**src/rtl/mul_ctrl_if.sv**
```systemverilog
// Execute/multiplier/writeback signal bundle for the M-extension multiply controller.
// The controller connects through the slave modport; the surrounding pipeline drives the master side.
interface mul_ctrl_if;
  logic        ex_valid;
  logic        ex_ready;
  logic [1:0]  ex_op;
  logic        ex_word;
  logic [63:0] rs1;
  logic [63:0] rs2;
  logic [4:0]  rd;
  logic        flush;

  logic        mul_req_valid;
  logic        mul_block;
  logic [63:0] mul_op_1;
  logic [63:0] mul_op_2;
  logic        mul_sign_op_1;
  logic        mul_sign_op_2;
  logic [63:0] mul_result_l;
  logic [63:0] mul_result_h;
  logic        mul_valid;

  logic        wb_valid;
  logic        wb_ready;
  logic [63:0] wb_data;
  logic [4:0]  wb_rd;

  modport slave (
    input  ex_valid, ex_op, ex_word, rs1, rs2, rd, flush,
    input  mul_result_l, mul_result_h, mul_valid, wb_ready,
    output ex_ready, mul_req_valid, mul_block, mul_op_1, mul_op_2,
    output mul_sign_op_1, mul_sign_op_2, wb_valid, wb_data, wb_rd
  );

  modport master (
    output ex_valid, ex_op, ex_word, rs1, rs2, rd, flush,
    output mul_result_l, mul_result_h, mul_valid, wb_ready,
    input  ex_ready, mul_req_valid, mul_block, mul_op_1, mul_op_2,
    input  mul_sign_op_1, mul_sign_op_2, wb_valid, wb_data, wb_rd
  );
endinterface

```
**src/rtl/mul_ctrl.sv**
```systemverilog
// Sequences one MUL/MULH/MULHSU/MULHU/MULW operation through an external multiplier.
// state | meaning
// IDLE  | ready for a new operation
// ISSUE | one-cycle multiplier request
// WAIT  | counting cycles until the product (or watchdog) arrives
// DONE  | result held on the writeback port until taken
module mul_ctrl #(
  parameter int LAT = 9,
  parameter int WDT = 15
) (
  input logic clk,
  input logic rst_n,
  mul_ctrl_if.slave bus
);
  localparam int CW = $clog2(WDT + 1) + 1;
  localparam logic [CW-1:0] LAT_M1 = CW'(LAT - 1);
  localparam logic [CW-1:0] WDT_C  = CW'(WDT);

  typedef enum logic [1:0] {IDLE, ISSUE, WAIT, DONE} state_t;

  state_t        state, state_nx;
  logic [CW-1:0] cnt;
  logic [1:0]    op_q;
  logic          word_q;
  logic [63:0]   op_1_q, op_2_q, wb_data_q;
  logic          sign_1_q, sign_2_q;
  logic [4:0]    wb_rd_q;

  logic          accept, zero_op, capture, timeout, word_fmt;
  logic          req, block;
  logic [63:0]   op_1_fmt, op_2_fmt, result_sel;
  logic          sign_1_fmt, sign_2_fmt;

  assign accept   = bus.ex_valid & (state == IDLE) & ~bus.flush;
  assign zero_op  = (bus.rs1 == 64'd0) | (bus.rs2 == 64'd0);
  assign word_fmt = bus.ex_word & (bus.ex_op == 2'b00);
  assign capture  = (state == WAIT) & ~bus.flush & bus.mul_valid & (cnt >= LAT_M1);
  assign timeout  = (state == WAIT) & ~bus.flush & ~capture & (cnt >= WDT_C);

  always_comb begin
    op_1_fmt   = bus.rs1;
    op_2_fmt   = bus.rs2;
    sign_1_fmt = 1'b0;
    sign_2_fmt = 1'b0;
    if (word_fmt) begin
      op_1_fmt   = {{32{bus.rs1[31]}}, bus.rs1[31:0]};
      op_2_fmt   = {{32{bus.rs2[31]}}, bus.rs2[31:0]};
      sign_1_fmt = 1'b1;
      sign_2_fmt = 1'b1;
    end else begin
      case (bus.ex_op)
        2'b01: begin sign_1_fmt = 1'b1; sign_2_fmt = 1'b1; end
        2'b10: sign_1_fmt = 1'b1;
        default: ;
      endcase
    end
  end

  always_comb begin
    if (word_q)             result_sel = {{32{bus.mul_result_l[31]}}, bus.mul_result_l[31:0]};
    else if (op_q == 2'b00) result_sel = bus.mul_result_l;
    else                    result_sel = bus.mul_result_h;
  end

  always_ff @(posedge clk or negedge rst_n) begin
    if (!rst_n) state <= IDLE;
    else        state <= state_nx;
  end

  always_comb begin
    state_nx = state;
    req      = 1'b0;
    block    = 1'b0;
    case (state)
      IDLE:  if (accept) state_nx = zero_op ? DONE : ISSUE;
      ISSUE: begin
        if (bus.flush) begin
          block    = 1'b1;
          state_nx = IDLE;
        end else begin
          req      = 1'b1;
          state_nx = WAIT;
        end
      end
      WAIT: begin
        if (bus.flush) begin
          block    = 1'b1;
          state_nx = IDLE;
        end else if (capture) begin
          state_nx = DONE;
        end else if (timeout) begin
          block    = 1'b1;
          state_nx = DONE;
        end
      end
      DONE:  if (bus.flush || bus.wb_ready) state_nx = IDLE;
      default: state_nx = IDLE;
    endcase
  end

  // WAIT cycle counter: 1 in the first WAIT cycle, cleared everywhere else.
  always_ff @(posedge clk or negedge rst_n) begin
    if (!rst_n)                 cnt <= '0;
    else if (state_nx == WAIT)  cnt <= (state == WAIT) ? cnt + 1'b1 : CW'(1);
    else                        cnt <= '0;
  end

  always_ff @(posedge clk or negedge rst_n) begin
    if (!rst_n) begin
      op_q      <= 2'b00;
      word_q    <= 1'b0;
      op_1_q    <= '0;
      op_2_q    <= '0;
      sign_1_q  <= 1'b0;
      sign_2_q  <= 1'b0;
      wb_data_q <= '0;
      wb_rd_q   <= '0;
    end else begin
      if (accept) begin
        op_q     <= bus.ex_op;
        word_q   <= word_fmt;
        op_1_q   <= op_1_fmt;
        op_2_q   <= op_2_fmt;
        sign_1_q <= sign_1_fmt;
        sign_2_q <= sign_2_fmt;
        wb_rd_q  <= bus.rd;
        if (zero_op) wb_data_q <= '0;
      end
      if (capture)      wb_data_q <= result_sel;
      else if (timeout) wb_data_q <= '0;
    end
  end

  assign bus.ex_ready      = (state == IDLE);
  assign bus.mul_req_valid = req;
  assign bus.mul_block     = block;
  assign bus.mul_op_1      = op_1_q;
  assign bus.mul_op_2      = op_2_q;
  assign bus.mul_sign_op_1 = sign_1_q;
  assign bus.mul_sign_op_2 = sign_2_q;
  assign bus.wb_valid      = (state == DONE);
  assign bus.wb_data       = wb_data_q;
  assign bus.wb_rd         = wb_rd_q;
endmodule
```
**src/flat_wrapper.sv**
```systemverilog
// flat-port wrapper written by rule: the top's interface ports become plain ports
module mul_ctrl_flat 
#(
  parameter int LAT = 9,
  parameter int WDT = 15
)
  (clk, rst_n, bus_ex_valid, bus_ex_op, bus_ex_word, bus_rs1, bus_rs2, bus_rd, bus_flush, bus_mul_result_l, bus_mul_result_h, bus_mul_valid, bus_wb_ready, bus_ex_ready, bus_mul_req_valid, bus_mul_block, bus_mul_op_1, bus_mul_op_2, bus_mul_sign_op_1, bus_mul_sign_op_2, bus_wb_valid, bus_wb_data, bus_wb_rd);
  mul_ctrl_if bus_i ();
  input logic clk;
  input logic rst_n;
  input wire logic [$bits(bus_i.ex_valid)-1:0] bus_ex_valid;
  input wire logic [$bits(bus_i.ex_op)-1:0] bus_ex_op;
  input wire logic [$bits(bus_i.ex_word)-1:0] bus_ex_word;
  input wire logic [$bits(bus_i.rs1)-1:0] bus_rs1;
  input wire logic [$bits(bus_i.rs2)-1:0] bus_rs2;
  input wire logic [$bits(bus_i.rd)-1:0] bus_rd;
  input wire logic [$bits(bus_i.flush)-1:0] bus_flush;
  input wire logic [$bits(bus_i.mul_result_l)-1:0] bus_mul_result_l;
  input wire logic [$bits(bus_i.mul_result_h)-1:0] bus_mul_result_h;
  input wire logic [$bits(bus_i.mul_valid)-1:0] bus_mul_valid;
  input wire logic [$bits(bus_i.wb_ready)-1:0] bus_wb_ready;
  output wire logic [$bits(bus_i.ex_ready)-1:0] bus_ex_ready;
  output wire logic [$bits(bus_i.mul_req_valid)-1:0] bus_mul_req_valid;
  output wire logic [$bits(bus_i.mul_block)-1:0] bus_mul_block;
  output wire logic [$bits(bus_i.mul_op_1)-1:0] bus_mul_op_1;
  output wire logic [$bits(bus_i.mul_op_2)-1:0] bus_mul_op_2;
  output wire logic [$bits(bus_i.mul_sign_op_1)-1:0] bus_mul_sign_op_1;
  output wire logic [$bits(bus_i.mul_sign_op_2)-1:0] bus_mul_sign_op_2;
  output wire logic [$bits(bus_i.wb_valid)-1:0] bus_wb_valid;
  output wire logic [$bits(bus_i.wb_data)-1:0] bus_wb_data;
  output wire logic [$bits(bus_i.wb_rd)-1:0] bus_wb_rd;
  assign bus_i.ex_valid = bus_ex_valid;
  assign bus_i.ex_op = bus_ex_op;
  assign bus_i.ex_word = bus_ex_word;
  assign bus_i.rs1 = bus_rs1;
  assign bus_i.rs2 = bus_rs2;
  assign bus_i.rd = bus_rd;
  assign bus_i.flush = bus_flush;
  assign bus_i.mul_result_l = bus_mul_result_l;
  assign bus_i.mul_result_h = bus_mul_result_h;
  assign bus_i.mul_valid = bus_mul_valid;
  assign bus_i.wb_ready = bus_wb_ready;
  assign bus_ex_ready = bus_i.ex_ready;
  assign bus_mul_req_valid = bus_i.mul_req_valid;
  assign bus_mul_block = bus_i.mul_block;
  assign bus_mul_op_1 = bus_i.mul_op_1;
  assign bus_mul_op_2 = bus_i.mul_op_2;
  assign bus_mul_sign_op_1 = bus_i.mul_sign_op_1;
  assign bus_mul_sign_op_2 = bus_i.mul_sign_op_2;
  assign bus_wb_valid = bus_i.wb_valid;
  assign bus_wb_data = bus_i.wb_data;
  assign bus_wb_rd = bus_i.wb_rd;
  mul_ctrl #(.LAT(LAT), .WDT(WDT)) u_core (.clk(clk), .rst_n(rst_n), .bus(bus_i));
endmodule
```
**config.mk**
```make
export PLATFORM = sky130hd
export DESIGN_NAME = mul_ctrl_flat
export DESIGN_NICKNAME = d
export VERILOG_FILES = /design/src/rtl/mul_ctrl_if.sv /design/src/rtl/mul_ctrl.sv /design/src/flat_wrapper.sv
export SDC_FILE = /design/constraint.sdc
export NUM_CORES = 1
export LEC_CHECK = 0
export BUFFER_PORTS_ARGS = -buffer_cell sky130_fd_sc_hd__buf_2
export CORE_AREA = 4 4 182 184
export DETAILED_ROUTE_END_ITERATION = 8
export DIE_AREA = 0 0 186 188
export PLACE_DENSITY = 0.61
export SLEW_MARGIN = 10
export SYNTH_ARGS = -nofsm -noshare
export SYNTH_HDL_FRONTEND = slang
export SYNTH_SLANG_ARGS = --single-unit
```
**constraint.sdc**
```tcl
create_clock -name clk -period 3.3 [get_ports clk]
set_input_delay 0.165 -clock clk [delete_from_list [all_inputs] [get_ports clk]]
set_output_delay 0.165 -clock clk [all_outputs]
set_load 0.01 [all_outputs]
```
* Word level (Yosys, flattened, before mapping) *
Index checks and enable logic that the tools add are counted.

word-level totals
  word-level logic and storage cells = 69
  bits in read-only memories = 0
  memory bits (writable) = 0
  output and inout port bits = 203
  register bits after elaboration = 209
  memories = 0
  input bits = 270
  latch bits = 0

cells by class
  multiplexer cells = 29
  $add $sub $neg = 1
  bitwise gates (word level) = 11
  div/mod/pow operators = 0
  $mul = 0
  shift-type cells = 0
  magnitude comparators = 2
  eq/ne operators = 6
  reduce and logical (&&, ||, !) cells = 10

operators with widths
  kind                                                                                 number
  64-bit two-way mux                                                                   8
  64-bit zero test                                                                     2
  2-bit two-way mux                                                                    7
  5-bit by 4-bit greater-or-equal comparator with 1-bit output, second input constant  2
  1-bit two-way mux                                                                    10
  5-bit two-way mux                                                                    2
  1-bit AND                                                                            8
  2-bit equality test, second input constant                                           4
  2-bit case mux with 4 select lines                                                   1
  2-bit zero test                                                                      3
  3-bit nonzero test                                                                   2
  5-bit by 1-bit adder with 5-bit output, second input constant                        1
  2-bit by 1-bit equality test with 1-bit output, second input constant                2
  1-bit inverter                                                                       2
  1-bit case mux with 2 select lines                                                   1
  2-bit AND reduction                                                                  1
  2-bit OR reduction                                                                   1
  1-bit logical OR                                                                     1
  1-bit bitwise OR                                                                     1

* Logic depth before layout (Yosys ltp) *
  depth after elaboration = 13
  mapped depth = 9
  gate-level depth less buffers = 8

* Worst setup path before layout *
Ideal clock, no wire load.

  path type = register to register
  start = reg u_core.state[0]
  end = reg u_core.op_2_q[31], in the netlist u_core.bus.mul_op_2[31]
  library setup time = 125 ps
  arrival = 1,898 ps
  cell stages (with the launch flop) = 8
  path buffers = 3
  period minus slack after synthesis = 2,023 ps
  setup slack = 1,277 ps
  required time = 3,175 ps
  cells stage by stage = dfrtp_1 > inv_1 > ha_1 > nand3b_1 > buf_2 > clkbuf_1 > clkbuf_1 > mux2_2

between the ends
  longest elaborated chain between the ends = 3

RTL lines
  element                 RTL line            text
  from (decl)             mul_ctrl.sv:21      state_t state, state_nx;
  from (signal assigned)  mul_ctrl.sv:67      else state <= state_nx;
  2-bit zero test         -
  named net bus_ex_ready  flat_wrapper.sv:22  output wire logic [$bits(bus_i.ex_ready)-1:0] bus_ex_ready;
  1-bit AND (2 in a row)  mul_ctrl.sv:34      assign accept = bus.ex_valid & (state == IDLE) & ~bus.flush;
  to (signal assigned)    mul_ctrl.sv:123     op_2_q <= op_2_fmt;
  to (decl)               mul_ctrl.sv:25      logic [63:0] op_1_q, op_2_q, wb_data_q;

The timed path passes the listed nets, and every way through them passes these cells.
A chain may end at the register's enable or synchronous reset.

* Final worst setup path *
  start = reg u_core.op_q[1]
  end = reg u_core.wb_data_q[6], in the netlist u_core.bus.wb_data[6]

between the ends
  longest elaborated chain between the ends = 4

RTL lines
  element                 RTL line         text
  from (decl)             mul_ctrl.sv:23   logic [1:0] op_q;
  from (signal assigned)  mul_ctrl.sv:120  op_q <= bus.ex_op;
  2-bit zero test         mul_ctrl.sv:61   else if (op_q == 2'b00) result_sel = bus.mul_result_l;
  64-bit two-way mux      mul_ctrl.sv:61
  64-bit two-way mux      mul_ctrl.sv:60   if (word_q) result_sel = {{32{bus.mul_result_l[31]}}, bus.mul_result_l[31:0]};
  64-bit two-way mux      mul_ctrl.sv:129  if (capture) wb_data_q <= result_sel;
  to (signal assigned)    mul_ctrl.sv:129
  to (decl)               mul_ctrl.sv:25

Every way passes these cells.

==> flow_summary.yaml <==
routing:
  drc: 0
  via_per_inst: 4.84
  detailroute.via_count: 9501
  ant_nets: 0
  finalWirelength_um: 37400
  drt-wirelength-per-cell_um: 19.1
  first_iter_violations: 413
  drtPass1Iterations: 5
clock_tree:
  cts_buffer_depth: 3
  path_clk_slew_ps: 60
  tritoncts: "yes"
  cts-buffers-inserted: 24
  post_cts_buffers: 0
  cts_num_sinks: 209
  ctsHtreeMaxLevel: 1
  cts-root-buf: "clkbuf_16"
  worstSkewPairLatency_ps: 530
logic_synthesis:
  synthMuxAreaShare: 0.151
  synthSimpleGateAreaFrac: 0.0946
  synthAdderAreaFrac: 0.0116
  synth_edf_count: 0
  synth_top_family_by_area: "compound AO/OA/AOI/OAI gates"
  syn_inst: 880
  synth_top_area_cell: "dfrtp_1"
  netlist_top_cells_area: "dfrtp_1, mux2_2, o21ai_0, nand2_1, o22ai_2"
  ys.warnings.count: 0
  synth_top_area_frac: 0.541
  ys.flop_type: "dfrtp_1"
  syn_area_sq_mm: 0.00967
  synth-seq-cells: 209
  ys_async_sr_fraction: 1.00
  synth-xor-area-share: 0.00181
  synth_compound_area_frac: 0.160
  synthesis.area_per_instance_sq_um: 11.0
  syn-num-nets: 1159
  synth-seq-area-share: 0.541
  synth_cell_types: 35
power_and_ir_drop:
  peakVddDrop_v: 0.000572
  total_power_mw: 10.9
  cellPowerDensity_mw_per_mm2: 709
  p_leak_nw: 7.55
placed_design:
  gp_routability_congestion: 0.827
  dp_hpwl_um: 25600
  io_buffers: 472
floorplan:
  dieArea_sq_mm: 0.0350
  row_count: 65
  start_util: 0.308
  coreArea_sq_mm: 0.0314
  die_w_um: 186
  die_y_um: 188
  pin_count: 473
sta:
  slew_viol_final: 0
  slew_headroom: 0.197
  rsz0062_at_grt: "no"
  period_minus_slack_ps: 2830
  finalSetupViolations: 0
  fin_tns_setup_ps: 0
  tightest_slew_ps: 1200
  hold_viol: 0
  fmax_ghz: 0.353
  finClkSkew_ps: 15.8
  fin_crit_sh: 0.858
  holdWs_ps: 1.96
cells_and_area:
  drive_above_1_share: 0.440
  nets: 1821
  final_cell_mix: "buf_2, dlygate4sd3_1, dfrtp_1"
  layout_commonest_cell: "buf_2"
  syn_to_final_growth_pct: 59.5
critical_path:
  path_common_cell: "nor2_4"
  slowest_stage: "nor2_4"
  critPathCaptureType: "flop"
  start_kind: "flop"
  cp_data_arrival_time_ps: 3220
  critical-path-max-stage-delay_ps: 950
  cp.required_ps: 3690
  path_class: "reg -> reg"
  path_max_fanout: 33
  cp_cell_sequence: "nor2_4, buf_4, nor2_4, mux2i_1, dlygate4sd3_1, o22ai_2"
min_path:
  hold_path_class: "in -> reg"
job:
  maxCapViolCount: 0
run_status:
  status: "completed"
grt:
  antenna_found_initial: 1
  grt_pass1_vias: 10200
  grt_pass1_wl_um: 56900
  grt-ovfl-total: 0
  grtUsageTotal: 0.204
  grt_max_degree: 124
## stage by stage
| step | utilization | worst slack (ps) | instance area, sq um | cells |
|---|---|---|---|---|
| 2_1_floorplan | - | 1280 | 9670 | 880 |
| 3_3_place_gp | 0.396 | 615 | 12400 | 1702 |
| 3_5_place_dp | 0.396 | 626 | 12400 | 1702 |
| 4_1_cts | 0.491 | 473 | 15400 | 1960 |
| 5_1_grt | 0.491 | 361 | 15400 | 1961 |
| 6_report | 0.491 | 470 | 15400 | 1961 |
## registers in the layout, summed over array words and instances (netlist names)
name,cells
u_core.bus.mul_sign_op_1,1
u_core.word_q,1
u_core.bus.mul_op_2,64
u_core.bus.wb_data,64
u_core.state,2
u_core.bus.mul_sign_op_2,1
u_core.cnt,5
u_core.bus.wb_rd,5
u_core.op_q,2
u_core.bus.mul_op_1,64
## area by class of cell
type,count,area [sq um]
Fill cell,2794,16000
Sequential cell,209,5230
Timing Repair Buffer,704,4750
Multi-Input combinational cell,592,4080
Clock buffer,36,727
Tap cell,402,503
Clock inverter,6,86.3
Inverter,11,41.3
Antenna cell,1,2.50
## cells in the mapped netlist, types with 7 or more instances
master    instances
nand4_1           9
mux2i_1          32
buf_1             7
o21ai_2          18
o21ai_0         120
a21oi_1          68
nor2_1            9
clkbuf_1         49
mux2_2          101
nor4_1           31
inv_1            11
nand2_1         138
ha_1              9
o22ai_2          32
dfrtp_1         209
## what timing repair did
| item | CTS | global route |
|---|---|---|
| resized for setup | 0 | 0 |
| endpoints found under the setup margin | 0 | 0 |
| endpoints found under the hold margin | 245 | 0 |
| hold buffers | 216 | 0 |
## logic make-up after synthesis
kind of cell	count (synthesis)
XOR/XNOR	2
buffers and inverters	79
AND/OR/NAND/NOR	204
AO/OA/AOI/OAI	244
multiplexers	133
flip-flops	209
adder cells (fa/ha/maj)	9
## per-layer routing
metal	GRT usage	vias to the layer above	part of all wire
li1	-	4445	-
met1	0.235	4571	0.38
met2	0.361	416	0.50
met3	0.0594	69	0.089
met4	0.0659	0	0.030
met5	0	-	0
## worst max-delay path, delay by kind of cell (launching register included)
family	cells	cell delay [ps]
DFF	1	380
buffers and inverters	2	860
and+or+nand+nor	2	1000
muxes	1	320
AOI/OAI and AO/OA	1	80
## path summary, 6_finish.rpt
check                      depth (start not counted)                 endpoint                     from  slack [ps]
setup / recovery                                   6    u_core.bus.wb_data[6]           u_core.op_q[1]         470
hold / removal                                     3  u_core.bus.mul_op_2[46]              bus_rs2[46]           2
max in group asynchronous                          3  u_core.bus.mul_op_1[14]                    rst_n        2260
min in group asynchronous                          2   u_core.bus.wb_data[33]                    rst_n         220
hold reg to reg                                    2  u_core.bus.mul_op_1[55]  u_core.bus.mul_op_1[55]         470
setup reg to reg                                   6    u_core.bus.wb_data[6]           u_core.op_q[1]         470
## where the power goes
group | internal (mW) | total, mW | leakage [nW] | switching (mW)
logic | 2.09 | 4.26 | 4.49 | 2.17
clock network | 1.67 | 2.77 | 0.397 | 1.10
registers | 3.44 | 3.90 | 2.67 | 0.467
No activity file was read; power rests on OpenSTA's default activity.
